<file path="src/rtl/loader_pkg.sv">
// Shared types and constants for the DRAM boot loader and its UART receiver.
// The L_CSUM state exists only when LOADER_CHECKSUM_EN is defined.
package loader_pkg;

    // A length byte of 0 encodes a full 256-byte image.
    localparam int MAX_LEN   = 256;
    localparam int UART_BITS = 8;

    typedef enum logic [1:0] {
        RX_IDLE,
        RX_START,
        RX_DATA,
        RX_STOP
    } rx_state_e;

    typedef enum logic [2:0] {
        L_IDLE,
        L_LEN,
        L_DATA,
`ifdef LOADER_CHECKSUM_EN
        L_CSUM,
`endif
        L_DONE,
        L_ERR
    } ld_state_e;

endpackage

</file>
<file path="src/rtl/uart_rx.sv">
// 8N1 UART receiver: two-flop synchronizer, mid-bit sampling, one-cycle
// byte_valid / frame_err pulses after the stop-bit sample.
module uart_rx
    import loader_pkg::*;
#(
    parameter int CLKS_PER_BIT = 434
) (
    input  logic       CLK,
    input  logic       rst,
    input  logic       rx,
    output logic       byte_valid,
    output logic [7:0] byte_data,
    output logic       frame_err
);

    localparam int TW = (CLKS_PER_BIT > 2) ? $clog2(CLKS_PER_BIT) : 2;
    localparam logic [TW-1:0] FULL_LAST = TW'(CLKS_PER_BIT - 1);
    localparam logic [TW-1:0] HALF_LAST = TW'(CLKS_PER_BIT / 2 - 1);
    localparam logic [2:0]    BIT_LAST  = 3'(UART_BITS - 1);

    logic            rx_meta_q, rx_sync_q, rx_prev_q;
    rx_state_e       state_q, state_d;
    logic [TW-1:0]   timer_q, timer_d;
    logic [2:0]      bit_q, bit_d;
    logic [7:0]      shift_q, shift_d;
    logic            valid_q, valid_d;
    logic            ferr_q, ferr_d;

    always_ff @(posedge CLK or posedge rst) begin
        if (rst) begin
            rx_meta_q <= 1'b1;
            rx_sync_q <= 1'b1;
            rx_prev_q <= 1'b1;
        end else begin
            rx_meta_q <= rx;
            rx_sync_q <= rx_meta_q;
            rx_prev_q <= rx_sync_q;
        end
    end

    always_ff @(posedge CLK or posedge rst) begin
        if (rst) begin
            state_q <= RX_IDLE;
            timer_q <= '0;
            bit_q   <= '0;
            shift_q <= '0;
            valid_q <= 1'b0;
            ferr_q  <= 1'b0;
        end else begin
            state_q <= state_d;
            timer_q <= timer_d;
            bit_q   <= bit_d;
            shift_q <= shift_d;
            valid_q <= valid_d;
            ferr_q  <= ferr_d;
        end
    end

    always_comb begin
        state_d = state_q;
        timer_d = timer_q;
        bit_d   = bit_q;
        shift_d = shift_q;
        valid_d = 1'b0;
        ferr_d  = 1'b0;
        case (state_q)
            RX_IDLE: begin
                if (rx_prev_q && !rx_sync_q) begin
                    state_d = RX_START;
                    timer_d = '0;
                end
            end
            RX_START: begin
                // A line that is high again at mid start bit was only a glitch.
                if (timer_q == HALF_LAST) begin
                    timer_d = '0;
                    bit_d   = '0;
                    state_d = rx_sync_q ? RX_IDLE : RX_DATA;
                end else begin
                    timer_d = timer_q + 1'b1;
                end
            end
            RX_DATA: begin
                if (timer_q == FULL_LAST) begin
                    timer_d = '0;
                    shift_d = {rx_sync_q, shift_q[7:1]};
                    bit_d   = bit_q + 3'd1;
                    if (bit_q == BIT_LAST) begin
                        state_d = RX_STOP;
                    end
                end else begin
                    timer_d = timer_q + 1'b1;
                end
            end
            RX_STOP: begin
                if (timer_q == FULL_LAST) begin
                    timer_d = '0;
                    state_d = RX_IDLE;
                    valid_d = rx_sync_q;
                    ferr_d  = !rx_sync_q;
                end else begin
                    timer_d = timer_q + 1'b1;
                end
            end
            default: state_d = RX_IDLE;
        endcase
    end

    assign byte_valid = valid_q;
    assign byte_data  = shift_q;
    assign frame_err  = ferr_q;

endmodule

</file>
<file path="src/rtl/dram_loader.sv">
// Serial boot loader: receives a length-prefixed UART frame, writes it to DRAM
// and holds the cores in reset until done. LOADER_CHECKSUM_EN adds a trailing checksum byte.
module dram_loader
    import loader_pkg::*;
#(
    parameter int CLKS_PER_BIT = 434
) (
    input  logic       CLK,
    input  logic       rst,
    input  logic       rx,
    input  logic       load_en,
    output logic [7:0] RAMAddress,
    output logic [7:0] RAMDin,
    output logic       RAMwren,
    output logic       cores_rst,
    output logic       busy,
    output logic       done,
    output logic       err,
    output logic [8:0] byte_count
);

    logic       byte_valid;
    logic [7:0] byte_data;
    logic       frame_err;

    uart_rx #(
        .CLKS_PER_BIT(CLKS_PER_BIT)
    ) u_rx (
        .CLK       (CLK),
        .rst       (rst),
        .rx        (rx),
        .byte_valid(byte_valid),
        .byte_data (byte_data),
        .frame_err (frame_err)
    );

    ld_state_e  state_q, state_d;
    logic [7:0] addr_q, addr_d;
    logic [7:0] din_q, din_d;
    logic       wren_q, wren_d;
    logic [8:0] count_q, count_d;
    logic [8:0] len_q, len_d;
    logic       busy_q, busy_d;
    logic       done_q, done_d;
    logic       err_q, err_d;
    logic       cores_rst_q, cores_rst_d;
    logic [8:0] count_inc;
`ifdef LOADER_CHECKSUM_EN
    logic [7:0] csum_q, csum_d;
    logic [7:0] csum_sum;
`endif

    assign count_inc = count_q + 9'd1;
`ifdef LOADER_CHECKSUM_EN
    assign csum_sum  = csum_q + byte_data;
`endif

    always_ff @(posedge CLK or posedge rst) begin
        if (rst) begin
            state_q     <= L_IDLE;
            addr_q      <= '0;
            din_q       <= '0;
            wren_q      <= 1'b0;
            count_q     <= '0;
            len_q       <= '0;
            busy_q      <= 1'b0;
            done_q      <= 1'b0;
            err_q       <= 1'b0;
            cores_rst_q <= 1'b1;
`ifdef LOADER_CHECKSUM_EN
            csum_q      <= '0;
`endif
        end else begin
            state_q     <= state_d;
            addr_q      <= addr_d;
            din_q       <= din_d;
            wren_q      <= wren_d;
            count_q     <= count_d;
            len_q       <= len_d;
            busy_q      <= busy_d;
            done_q      <= done_d;
            err_q       <= err_d;
            cores_rst_q <= cores_rst_d;
`ifdef LOADER_CHECKSUM_EN
            csum_q      <= csum_d;
`endif
        end
    end

    always_comb begin
        state_d     = state_q;
        addr_d      = addr_q;
        din_d       = din_q;
        wren_d      = 1'b0;
        count_d     = count_q;
        len_d       = len_q;
        busy_d      = busy_q;
        done_d      = done_q;
        err_d       = err_q;
        cores_rst_d = cores_rst_q;
`ifdef LOADER_CHECKSUM_EN
        csum_d      = csum_q;
`endif
        case (state_q)
            L_IDLE: begin
                if (load_en) begin
                    state_d     = L_LEN;
                    cores_rst_d = 1'b1;
                end else begin
                    state_d     = L_DONE;
                    done_d      = 1'b1;
                    cores_rst_d = 1'b0;
                end
            end
            L_LEN: begin
                if (frame_err) begin
                    state_d     = L_ERR;
                    busy_d      = 1'b0;
                    err_d       = 1'b1;
                    cores_rst_d = 1'b1;
                end else if (byte_valid) begin
                    len_d   = (byte_data == 8'd0) ? 9'(MAX_LEN) : {1'b0, byte_data};
                    count_d = '0;
                    busy_d  = 1'b1;
                    state_d = L_DATA;
`ifdef LOADER_CHECKSUM_EN
                    csum_d  = '0;
`endif
                end
            end
            L_DATA: begin
                if (frame_err) begin
                    state_d     = L_ERR;
                    busy_d      = 1'b0;
                    err_d       = 1'b1;
                    cores_rst_d = 1'b1;
                end else if (byte_valid) begin
                    wren_d  = 1'b1;
                    addr_d  = count_q[7:0];
                    din_d   = byte_data;
                    count_d = count_inc;
`ifdef LOADER_CHECKSUM_EN
                    csum_d  = csum_sum;
                    if (count_inc == len_q) begin
                        state_d = L_CSUM;
                    end
`else
                    if (count_inc == len_q) begin
                        state_d     = L_DONE;
                        busy_d      = 1'b0;
                        done_d      = 1'b1;
                        cores_rst_d = 1'b0;
                    end
`endif
                end
            end
`ifdef LOADER_CHECKSUM_EN
            L_CSUM: begin
                // The checksum byte is consumed here and never written to RAM.
                if (frame_err || (byte_valid && csum_sum != 8'd0)) begin
                    state_d     = L_ERR;
                    busy_d      = 1'b0;
                    err_d       = 1'b1;
                    cores_rst_d = 1'b1;
                end else if (byte_valid) begin
                    state_d     = L_DONE;
                    busy_d      = 1'b0;
                    done_d      = 1'b1;
                    cores_rst_d = 1'b0;
                end
            end
`endif
            default: state_d = state_q;
        endcase
    end

    assign RAMAddress = addr_q;
    assign RAMDin     = din_q;
    assign RAMwren    = wren_q;
    assign byte_count = count_q;
    assign busy       = busy_q;
    assign done       = done_q;
    assign err        = err_q;
    assign cores_rst  = cores_rst_q;

endmodule

</file>
<file path="config.mk">
export PLATFORM = sky130hd
export DESIGN_NAME = dram_loader
export DESIGN_NICKNAME = d
export VERILOG_FILES = /design/src/rtl/loader_pkg.sv /design/src/rtl/uart_rx.sv /design/src/rtl/dram_loader.sv
export SDC_FILE = /design/constraint.sdc
export NUM_CORES = 1
export LEC_CHECK = 0
export CAP_MARGIN = 10
export CORE_MARGIN = 2
export CORE_UTILIZATION = 25
export CTS_CLUSTER_DIAMETER = 120
export DETAILED_ROUTE_END_ITERATION = 8
export DONT_BUFFER_PORTS = 1
export MAX_ROUTING_LAYER = met4
export RECOVER_POWER = 100
export SYNTH_ARGS = -nofsm -noshare
export SYNTH_HDL_FRONTEND = slang
export SYNTH_SLANG_ARGS = --single-unit
</file>
<file path="constraint.sdc">
create_clock -name CLK -period 6.2 [get_ports CLK]
set_clock_uncertainty 0.2 [all_clocks]
set_input_delay 0.62 -clock CLK [delete_from_list [all_inputs] [get_ports CLK]]
set_output_delay 0.62 -clock CLK [all_outputs]
set_load 0.03 [all_outputs]
</file>
==> flow_summary.json <==
{
  "finalNonFillerCells": 515,
  "ys.flop_type": "dfrtp_1",
  "gr-total-overflow": 0,
  "gp_congestion": 0.806,
  "path_max_fanout": 32,
  "synth.distinct_cells": 53,
  "cts_resized": 0,
  "grt_pass1_vias": 2360,
  "clk_path_buf_depth": 2,
  "relSlewSlack_pct": 4.66,
  "power_mw": 1.20,
  "critPathKind": "flop to flop",
  "synth_enable_flop_cells": 0,
  "met2_usage_pct": 15.6,
  "peakVddDrop_uv": 150,
  "place_inst": 499,
  "dr.pass1.iters": 4,
  "worstSetupStartpoint": "state_q[0]$_DFFE_PP0P_",
  "cts.sinks": 69,
  "end_kind": "flop",
  "met3_usage_pct": 4.51,
  "synthCells": 338,
  "power_density_nw_per_um2": 306,
  "reg2reg_from": "state_q[0]$_DFFE_PP0P_",
  "drt-wirelength-per-cell_um": 13.8,
  "n_antenna_cell": 0,
  "post-route-util_pct": 29.3,
  "vias_per_cell": 4.69,
  "fmaxAchievable_mhz": 284,
  "core.rowCount": 42,
  "clk_pin_slew_ns": 0.06,
  "setup_viol": 0,
  "drtAntennaViolNets": 0,
  "ys_warn_count": 0,
  "antenna_found_initial": 0,
  "syn-num-nets": 348,
  "numCtsBuffers": 9,
  "port_buffers": 0,
  "cts_hold_buffers": 0,
  "num_vias": 2416,
  "synth_top_area_cell": "dfrtp_1",
  "yosysSeqAreaShare_pct": 50.4,
  "cts_tree": "built",
  "final_max_slew_viol_count": 0,
  "period_share_pct": 56.8,
  "dieArea_um2": 14700,
  "synth.top_cell.area_share_pct": 47.3,
  "power_leakage_nw": 1.85,
  "holdCritStartpoint": "rx",
  "syn_area_um2": 3440,
  "worst_pin_slew_ns": 1.43,
  "wl_um": 7090,
  "period_needed_ns": 3.52,
  "rsz0062_at_grt": "no",
  "n_fill_cell": 1401,
  "core_um2": 13300,
  "worst_ep_arrival_time_ns": 3.48,
  "synth_area_leaders": "dfrtp_1, nand2_1, mux2_2",
  "maxCapViolations": 0,
  "holdCritPathClass": "input port to flop",
  "initial_core_util_pct": 25.7,
  "grt_usage_pct": 10.9,
  "fin_nets": 344,
  "cp.required_ns": 6.16,
  "layout-drive-gt1-share_pct": 10.9,
  "htreeDepth": 3,
  "clock-root-buffer": "clkbuf_16",
  "hpwl_um": 4830,
  "io_pins": 34,
  "setup_tns_ns": 0,
  "grt_max_degree": 70,
  "met1_usage_pct": 13.1,
  "hold_viol": 0,
  "area_growth_pct": 13.6,
  "first_iter_violations": 154,
  "start_kind": "flop",
  "synth_most_common_cell": "nand2_1",
  "synth_area_per_cell_um2": 10.2,
  "yosys-top-cells-count": "nand2_1, dfrtp_1, o21ai_0, nor2_1, mux2_2",
  "die_x_um": 121,
  "multi_input_comb_area_um2": 1540,
  "cts_setup_buffers": 0,
  "synth-seq-cells": 69,
  "grt_pass1_wl_um": 12000,
  "seqCellArea_um2": 1730,
  "drc_errors": 0,
  "grt-busiest-layer": "met2",
  "status": "finished, final reports clean",
  "synth-async-reset-ratio_pct": 100,
  "die_h_um": 121,
  "clk_latency_ns": 0.33
}
## power breakdown
part / internal, mW / switching [mW] / leakage [nW]
logic: 0.0289 / 0.0313 / 0.749
clock network: 0.445 / 0.188 / 0.177
registers: 0.473 / 0.0298 / 0.922
## flip-flops by register name, indices dropped and copies added, names as in the netlist, 3 cells and up, named ones only
| register | cells |
|---|---|
| state_q | 3 |
| byte_count | 9 |
| u_rx.timer_q | 9 |
| RAMAddress | 8 |
| RAMDin | 8 |
| u_rx.byte_data | 8 |
| len_q | 9 |
| u_rx.bit_q | 3 |
## cells by family (layout without fill, tap and decap cells)
kind of cell | Yosys count | after routing | share of synthesized area, %
AO/OA/AOI/OAI | 67 | 67 | 13.7
XOR/XNOR | 14 | 14 | 4.22
adder cells (fa/ha/maj) | 6 | 6 | 2.18
buffers and inverters | 26 | 27 | 3.49
flip-flops | 69 | 69 | 50.4
multiplexers | 20 | 20 | 6.44
AND/OR/NAND/NOR | 136 | 136 | 19.6
## layer usage
layer,vias to the layer above,wire length (µm)
met4,0,150
met3,11,443
li1,1187,-
met2,41,3230
met1,1177,3260
met5,-,0
## path summary, 6_finish.rpt
path	to	slack (ns)	cells after the start
setup / recovery	byte_count[5]$_DFFE_PP0P_	2.68	7
hold / removal	u_rx.rx_meta_q$_DFF_PP1_	0.09	0
setup reg to reg	byte_count[5]$_DFFE_PP0P_	2.68	7
hold reg to reg	u_rx.rx_sync_q$_DFF_PP1_	0.16	0
max in group asynchronous	byte_count[2]$_DFFE_PP0P_	4.98	2
min in group asynchronous	u_rx.timer_q[6]$_DFFE_PP0P_	0.23	2
## critical path, cell delays in order, from the launching register on
cell and delay (ns):
dfrtp_1 0.57, nor2_1 0.14, nand3_1 0.11, clkbuf_1 1.04, inv_1 0.73, and2_1 0.32
o21ai_0 0.14, o31ai_1 0.09
## through the flow
step | worst slack, ns | area, µm² | hold slack [ns]
CTS | 3.59 | 3950 | 0.0690
global placement | 3.68 | 3590 | 0.147
detailed placement | 3.58 | 3590 | 0.147
floorplan | 3.65 | 3440 | 0.145
global route | 2.27 | 3910 | 0.0671
finish | 2.68 | 3910 | 0.0862
## cell usage in the layout (no fill, tap or decap), types with 7 or more instances in the layout
cell type | netlist | routed
a21o_1 | 8 | 8
a21oi_1 | 7 | 7
clkbuf_16 | 0 | 9
dfrtp_1 | 65 | 65
inv_1 | 9 | 9
mux2_2 | 17 | 16
nand2_1 | 66 | 66
nand3_1 | 12 | 12
nor2_1 | 18 | 18
o21ai_0 | 21 | 22
o31ai_1 | 7 | 7
## layout make-up
class,count,area share (%)
multi-input combinational,243,39.5
clock inverter,4,3.08
tap,176,5.64
inverter,9,0.865
clock buffer,12,6.31
timing repair buffer,2,0.288
sequential,69,44.3
No activity file was read; power rests on OpenSTA's default activity.
